File: src/rtl/seg7_scan_driver.sv
// Eight-digit multiplexed hex display for a 32-bit value on a common-anode 7-segment bank.
// The shown value is swapped only at frame boundaries; digit 0 can flash a "new value" dp marker.
module seg7_scan_driver #(
  parameter int REFRESH_DIV = 100000,
  parameter int NEW_FRAMES  = 250
) (
  input  logic        clk,
  input  logic        rst,
  input  logic        upd,
  input  logic [31:0] din,
  input  logic        blank_lz,
  output logic [7:0]  an,
  output logic [6:0]  seg,
  output logic        dp
);

  localparam int CW = $clog2(REFRESH_DIV);
  localparam int NW = $clog2(NEW_FRAMES + 1);

  logic [CW-1:0] cnt;
  logic [2:0]    idx;
  logic [31:0]   hold;
  logic [31:0]   show;
  logic [NW-1:0] newcnt;

  logic          tick;
  logic          frame;
  logic          load_new;
  logic [2:0]    idx_nxt;
  logic [31:0]   show_nxt;
  logic [31:0]   upper;
  logic          blank;

  function automatic logic [6:0] hex7(input logic [3:0] v);
    case (v)
      4'h0: hex7 = 7'b1000000;
      4'h1: hex7 = 7'b1111001;
      4'h2: hex7 = 7'b0100100;
      4'h3: hex7 = 7'b0110000;
      4'h4: hex7 = 7'b0011001;
      4'h5: hex7 = 7'b0010010;
      4'h6: hex7 = 7'b0000010;
      4'h7: hex7 = 7'b1111000;
      4'h8: hex7 = 7'b0000000;
      4'h9: hex7 = 7'b0010000;
      4'hA: hex7 = 7'b0001000;
      4'hB: hex7 = 7'b0000011;
      4'hC: hex7 = 7'b1000110;
      4'hD: hex7 = 7'b0100001;
      4'hE: hex7 = 7'b0000110;
      default: hex7 = 7'b0001110;
    endcase
  endfunction

  assign tick     = (cnt == CW'(REFRESH_DIV - 1));
  assign frame    = tick && (idx == 3'd7);
  assign load_new = upd && (din != hold);
  assign idx_nxt  = idx + 3'd1;
  // At a boundary the outputs already reflect the value entering show (including an upd bypass).
  assign show_nxt = frame ? (upd ? din : hold) : show;
  assign upper    = show_nxt >> {idx_nxt, 2'b00};
  assign blank    = blank_lz && (idx_nxt != 3'd0) && (upper == 32'd0);

  always_ff @(posedge clk) begin
    if (rst) begin
      cnt    <= '0;
      idx    <= 3'd7;
      hold   <= '0;
      show   <= '0;
      newcnt <= '0;
      an     <= 8'hFF;
      seg    <= 7'h7F;
      dp     <= 1'b1;
    end else begin
      cnt <= tick ? '0 : cnt + CW'(1);
      if (upd) hold <= din;
      // A fresh value reloads the marker even when a boundary decrement lands on the same edge.
      if (load_new)
        newcnt <= NW'(NEW_FRAMES);
      else if (frame && newcnt != '0)
        newcnt <= newcnt - NW'(1);
      if (tick) begin
        idx  <= idx_nxt;
        show <= show_nxt;
        dp   <= !((idx_nxt == 3'd0) && (newcnt != '0));
        if (blank) begin
          an  <= 8'hFF;
          seg <= 7'h7F;
        end else begin
          an  <= ~(8'b1 << idx_nxt);
          seg <= hex7(upper[3:0]);
        end
      end
    end
  end

endmodule

File: config.mk
export PLATFORM = sky130hd
export DESIGN_NAME = seg7_scan_driver
export DESIGN_NICKNAME = d
export VERILOG_FILES = /design/src/rtl/seg7_scan_driver.sv
export SDC_FILE = /design/constraint.sdc
export NUM_CORES = 1
export LEC_CHECK = 0
export BUFFER_PORTS_ARGS = -buffer_cell sky130_fd_sc_hd__buf_4
export CORE_UTILIZATION = 53
export CTS_CLUSTER_SIZE = 16
export DETAILED_ROUTE_END_ITERATION = 7
export PLACE_DENSITY_LB_ADDON = 0.2
export SLEW_MARGIN = 20
export SYNTH_ARGS = -nofsm -noshare
export SYNTH_HDL_FRONTEND = slang
export SYNTH_SLANG_ARGS = --single-unit
export TNS_END_PERCENT = 100
File: constraint.sdc
create_clock -name clk -period 4.5 [get_ports clk]
set_clock_uncertainty 0.15 [all_clocks]
set_input_delay 0.45 -clock clk [delete_from_list [all_inputs] [get_ports clk]]
set_output_delay 0.45 -clock clk [all_outputs]
set_load 0.1 [all_outputs]
==> results of run 1 <==
how the worst min path moves through the flow:
| stage | depth (start not counted) | startpoint | endpoint | slack (ns) |
|---|---|---|---|---|
| floorplan | 1 | cnt[0]$_SDFF_PP0_ | cnt[0]$_SDFF_PP0_ | 0.27 |
| global placement | 1 | cnt[0]$_SDFF_PP0_ | cnt[0]$_SDFF_PP0_ | 0.28 |
| detailed placement | 1 | cnt[0]$_SDFF_PP0_ | cnt[0]$_SDFF_PP0_ | 0.29 |
| CTS | 3 | din[29] | hold[29]$_SDFF_PP0_ | 0.23 |
| global route | 3 | din[29] | hold[29]$_SDFF_PP0_ | 0.24 |
| finish | 3 | din[29] | hold[29]$_SDFF_PP0_ | 0.24 |
through the flow:
step | cells | total power [mW] | area, um2 | hold slack (ns) | utilization [%]
floorplan | 697 | 1.14 | 6210 | 0.268 | -
global placement | 869 | 1.22 | 6680 | 0.279 | 58.5
detailed placement | 869 | 1.22 | 6680 | 0.286 | 58.5
CTS | 884 | 1.96 | 6960 | 0.232 | 60.9
global route | 884 | 2.02 | 6960 | 0.240 | 60.9
finish | 884 | 1.95 | 6960 | 0.242 | 60.9
kinds of logic after synthesis:
kind of cell	count (synthesis)
fa+ha+maj	16
xor+xnor	54
buf+inv	65
flops	108
compound gates	119
mux	69
simple gates	266
critical path, cell delays in order (launching register included):
cell       delay [ns]
dfxtp_1          0.38
ha_1             0.23
ha_1             0.23
nand3_1          0.27
nor2_4           0.34
mux4_2           0.37
o211a_1          0.26
or2_2            0.35
inv_1            0.14
ha_1             0.24
nand3b_1         0.16
or3_1            0.38
o2111ai_1        0.33
o22a_1           0.21
registers in the layout, indices dropped and copies added (netlist names):
name	cells
an	8
cnt	17
dp	1
hold	32
idx	3
newcnt	8
seg	7
show	32
power by group through the flow:
stage | Combinational, mW | Clock, mW | Sequential, mW
after floorplan | 0.121 | 0 | 1.02
after global placement | 0.197 | 0 | 1.02
after detailed placement | 0.200 | 0 | 1.02
after CTS | 0.202 | 0.762 | 0.999
after global routing | 0.222 | 0.797 | 1.00
final | 0.203 | 0.746 | 0.999
layout make-up:
class,count,area share [%]
well taps,143,2.57
flip-flops and latches,108,31.1
multi-input cells,524,53.7
repair buffers,67,7.23
clock buffers,9,3.24
clock inverters,6,0.701
inverters,27,1.46
placed cells by master, fill, tap and decap left out, types with 2 or more instances in the layout:
cell / n
o211ai_1: 6
or3_1: 4
nand3_1: 13
and2_1: 12
clkinvlp_4: 3
or4_1: 2
a211oi_1: 28
inv_6: 2
xnor2_1: 10
nor2_1: 111
buf_4: 67
mux2i_1: 42
o32ai_1: 3
nand2_1: 53
or2_2: 2
o22a_1: 5
mux2_2: 11
a22o_1: 2
mux4_2: 12
and4_1: 3
nor3_1: 14
xor2_1: 44
dfxtp_1: 108
a31oi_1: 5
clkinv_1: 2
o21ai_0: 13
and3_1: 8
mux4_1: 3
inv_1: 25
nand4_1: 6
nor3b_1: 3
clkbuf_16: 9
a21oi_1: 32
o21a_1: 3
nand2b_1: 6
nor4_1: 16
ha_1: 16
metal layers:
metal / up-vias / routed length, um / track usage [%]
met4: 0 / 373 / 8.93
met3: 27 / 815 / 6.41
li1: 2549 / - / -
met1: 2463 / 7240 / 36.8
met5: - / 0 / 0
met2: 150 / 7190 / 44.8
==> impl_metrics.tcl, run 1 <==
set metrics [dict create \
    numCtsBuffers 9 \
    synthArstFlopShare_pct 0 \
    cts_setup_buffers 0 \
    synth_compound_area_share_pct 13.7 \
    portBuffers 51 \
    grt_overflow 0 \
    synthFlopType "dfxtp_1" \
    antenna_found_initial 0 \
    required_ns 4.65 \
    grtUsageTotal_pct 27.8 \
    netlist_area_mm2 0.00621 \
    pwr-share-comb_pct 10.4 \
    grt_pass1_vias 4977 \
    drc_errors 0 \
    fin_nets 789 \
    grt_pass1_wl_mm 25.4 \
    yosys_warnings 0 \
    io_pins 52 \
    cts_tree "built" \
    syn_inst 697 \
    core_area_mm2 0.0114 \
    layout.area.seq_mm2 0.00216 \
    synth_top_family_by_area "simple AND/OR/NAND/NOR gates" \
    timing.rr.start "idx[1]$_SDFFE_PP1N_" \
    ant_nets 0 \
    cts-htree-levels 3 \
    endpoint_kind "register" \
    rows 39 \
    dieArea_mm2 0.0121 \
    synth_area_per_cell_um2 8.91 \
    avgViaCountPerCell 5.87 \
    synth_largest_area_cell "dfxtp_1" \
    start_kind "register" \
    n_antenna_cell 0 \
    timing.slew.headroom_pct 31.7 \
    synthMuxAreaShare_pct 14.6 \
    yosys.area_share.simple_pct 21.0 \
    cts_root_buf "clkbuf_16" \
    routed_wl_mm 15.6 \
    clock-sinks 108 \
    slew_viol_final 0 \
    initial_core_util_pct 54.4 \
    first_iter_violations 434 \
    hold_path_class "in -> reg" \
    dpl_worst_slack_ns 0.375 \
    r2r_cells 13 \
    postCtsHoldBufs 0 \
    synth_top_cells_by_count "nor2_1 (111), dfxtp_1 (108), nand2_1 (53)" \
    setup.worst_path.class "reg -> reg" \
    syn-num-nets 749 \
    endpoint "an[5]$_SDFFE_PP1N_" \
    ys_ff_latch 108 \
    powerDensity_mw_per_mm2 280 \
    ir_worst_vdd_mv 0.371 \
    clockPowerShare_pct 38.3 \
    reg2reg_slack_ns 0.42 \
    clkTransAtPathRegs_ns 0.07 \
    first_pass_iters 5 \
    post-dp-hpwl_mm 11.8 \
    worst_slack_ns 0.418 \
    period_minus_slack_ns 4.08 \
    multiInputGateArea_mm2 0.00374 \
    fmax_mhz 245 \
    avgRoutedWirePerCell_um 17.7 \
    p_sw_share_pct 26.0 \
    rsz0062_at_grt "no" \
    power_leakage_nw 2.73 \
    p_int_mw 1.44 \
    area_delta_synth_final_pct 12.1 \
    die_w_um 110 \
    ctsLongestPathBuffers 2 \
    cp-startpoint "idx[1]$_SDFFE_PP1N_" \
    synth_top_cell_area_share_pct 34.8 \
    drive_gt1_share_pct 16.1 \
    clkLatencyLatePin_ns 0.36 \
    timing.final.hold_violations 0 \
    synth-xor-area-share_pct 7.62 \
    finalSetupViolations 0 \
    setup_tns_ns 0 \
    synth_edf_count 0 \
    seq_area_frac_synth_pct 34.8 \
    ys_top_cells_by_area "dfxtp_1 (35%), mux2i_1 (6.8%), nor2_1 (6.7%)" \
    synthAdderAreaFrac_pct 3.23 \
    critPathMaxFanout 10 \
    synth_most_common_cell "nor2_1" \
    synth_cell_type_count 74 \
    regToRegEndpoint "an[5]$_SDFFE_PP1N_" \
    finalCritPeriodShare_pct 90.7 \
    grt_max_degree 65 \
    place_congestion 0.964 \
    status "finished clean" \
    netSwitchingPower_mw 0.507 \
    cap_viol_max_count 0 \
    pwr-share-seq_pct 51.3 \
    postCtsResizedCells 0 \
    vias 5189 \
    fillers 1026 \
    tightest_slew_ns 1.02 \
    cp_data_arrival_time_ns 4.24 \
    die_y_um 110 \
]
Power figures use the tool's default switching activity.
==> inputs of run 2 (changes only) <==
--- a/config.mk
+++ b/config.mk
@@ -6,7 +6,9 @@
 export NUM_CORES = 1
 export LEC_CHECK = 0
 export BUFFER_PORTS_ARGS = -buffer_cell sky130_fd_sc_hd__buf_4
+export CORE_ASPECT_RATIO = 1.4
 export CORE_UTILIZATION = 53
+export CTS_CLUSTER_DIAMETER = 40
 export CTS_CLUSTER_SIZE = 16
 export DETAILED_ROUTE_END_ITERATION = 7
 export PLACE_DENSITY_LB_ADDON = 0.2
==> impl_metrics.tcl, run 2 (synthesis results as in run 1) <==
set metrics [dict create \
    clkTransAtPathRegs_ns 0.07 \
    finish.utilization_pct 60.8 \
    routed_wl_mm 16.5 \
    drc_errors 0 \
    worstHoldPathCells 3 \
    dpl_worst_slack_ns 0.521 \
    final_cell_mix "nor2_1 (111), dfxtp_1 (108), buf_4 (63), nand2_1 (53), xor2_1 (44)" \
    core_area_mm2 0.0114 \
    power_mw 1.96 \
    cts_root_buf "clkbuf_16" \
    place_congestion 0.948 \
    grt_max_degree 65 \
    worst_slack_ns 0.438 \
    avgViaCountPerCell 5.98 \
    vias 5276 \
    ctsLongestPathBuffers 2 \
    worst_path_largest_cell_delay_ns 0.38 \
    clockPowerShare_pct 38.6 \
    finalSetupViolations 0 \
    hold_end "hold[29]$_SDFF_PP0_" \
    timing.final.hold_violations 0 \
    p_int_mw 1.45 \
    grt_pass1_vias 5187 \
    r2r_cells 14 \
    tightest_slew_ns 1.02 \
    post-dp-hpwl_mm 12.5 \
    rsz0062_at_grt "no" \
    ir_worst_vdd_mv 0.190 \
    cap_viol_max_count 0 \
    reg2reg_slack_ns 0.44 \
    drive_gt1_share_pct 15.4 \
    status "finished clean" \
    critPathMaxFanout 18 \
    regToRegEndpoint "an[7]$_SDFFE_PP1N_" \
    layout_commonest_cell "nor2_1" \
    io_pins 52 \
    timing.rr.start "idx[1]$_SDFFE_PP1N_" \
    path_common_cell "ha_1" \
    fillers 1046 \
    postCtsResizedCells 0 \
    cp_data_arrival_time_ns 4.21 \
    avgRoutedWirePerCell_um 18.7 \
    portBuffers 51 \
    setup_tns_ns 0 \
    cts_setup_buffers 0 \
    grt_pass1_wl_mm 26.6 \
    rows 46 \
    place_inst 866 \
    slew_viol_final 0 \
    grt_overflow 0 \
    pwr-share-seq_pct 51.1 \
    slowest_stage "or3_1" \
    die_y_um 130 \
    period_minus_slack_ns 4.06 \
    final_area_mm2 0.00693 \
    hold_path_class "in -> reg" \
    cp_cell_sequence "ha_1 -> ha_1 -> nand3_1 -> nor2_4 -> buf_4 -> mux4_2 -> o21ai_0 -> nand2_1 -> inv_1 -> ha_1 -> nand3b_1 -> or3_1 -> o2111ai_1 -> o22a_1" \
    worstHoldStart "din[29]" \
    finalCritPeriodShare_pct 90.3 \
    power_leakage_nw 2.72 \
    n_antenna_cell 0 \
    reg_top3 "hold x32, show x32, cnt x17" \
    cts_tree "built" \
    fmax_mhz 246 \
    initial_core_util_pct 54.5 \
    place_area_mm2 0.00665 \
    cts-htree-levels 3 \
    ant_nets 0 \
    area_delta_synth_final_pct 11.7 \
    netSwitchingPower_mw 0.509 \
    antenna_found_initial 0 \
    fin_nets 785 \
    grtUsageTotal_pct 28.7 \
    final_cells 882 \
    clkLatencyLatePin_ns 0.36 \
    timing.slew.headroom_pct 31.7 \
    setup.worst_path.class "reg -> reg" \
    die_w_um 93.5 \
    first_iter_violations 411 \
    endpoint_kind "register" \
    p_sw_share_pct 26.1 \
    fin_hold_ws_ns 0.276 \
    required_ns 4.64 \
    pwr-share-comb_pct 10.3 \
    first_pass_iters 5 \
    start_kind "register" \
    powerDensity_mw_per_mm2 282 \
    numCtsBuffers 9 \
    dieArea_mm2 0.0122 \
    clock-sinks 108 \
    postCtsHoldBufs 0 \
]
-- run 2: changes by cell type in the layout (fill, tap and decap cells not counted), sizes merged --
cell,before,now
clkinv,3,4
buf,67,63
clkbuf,9,11
clkinvlp,3,1
-- run 2: worst max-delay path: cells and delay by family, from the launching register on --
family / cells / cell delay, ns
mux: 1 / 0.33
flops: 1 / 0.37
simple gates: 5 / 1.27
compound gates: 3 / 0.76
fa+ha+maj: 3 / 0.68
buf+inv: 2 / 0.45
-- run 2: worst max path at each step --
stage                             start  cells after the start  slack, ns            endpoint
floorplan           idx[0]$_SDFFE_PP1N_                     14       0.46  an[5]$_SDFFE_PP1N_
global placement                    upd                     11       0.62  an[7]$_SDFFE_PP1N_
detailed placement  idx[1]$_SDFFE_PP1N_                     14       0.52  an[1]$_SDFFE_PP1N_
CTS                 idx[0]$_SDFFE_PP1N_                     12       0.49  an[7]$_SDFFE_PP1N_
global route        idx[1]$_SDFFE_PP1N_                     14       0.15  an[3]$_SDFFE_PP1N_
finish              idx[1]$_SDFFE_PP1N_                     14       0.44  an[7]$_SDFFE_PP1N_
-- run 2: final cells by class --
class	instances	area, um2	area share (%)
clock buffers	11	233	3.36
clock inverters	5	45.0	0.650
inverters	27	101	1.46
multi-input cells	524	3740	53.9
flip-flops and latches	108	2160	31.2
well taps	144	180	2.60
repair buffers	63	473	6.82
-- run 2: layer usage --
layer / GRT usage (%) / wire length (um)
met1: 34.7 / 6850
met2: 50.0 / 8260
met3: 3.61 / 706
met4: 14.4 / 678
met5: 0 / 0
-- run 2: power groups by stage --
stage                     clock network [mW]  logic, mW  registers, mW
after floorplan                            0      0.121           1.02
after global placement                     0      0.197           1.02
after detailed placement                   0      0.199           1.02
after CTS                              0.766      0.200          0.999
after global routing                   0.805      0.218           1.00
final                                  0.755      0.201          0.999
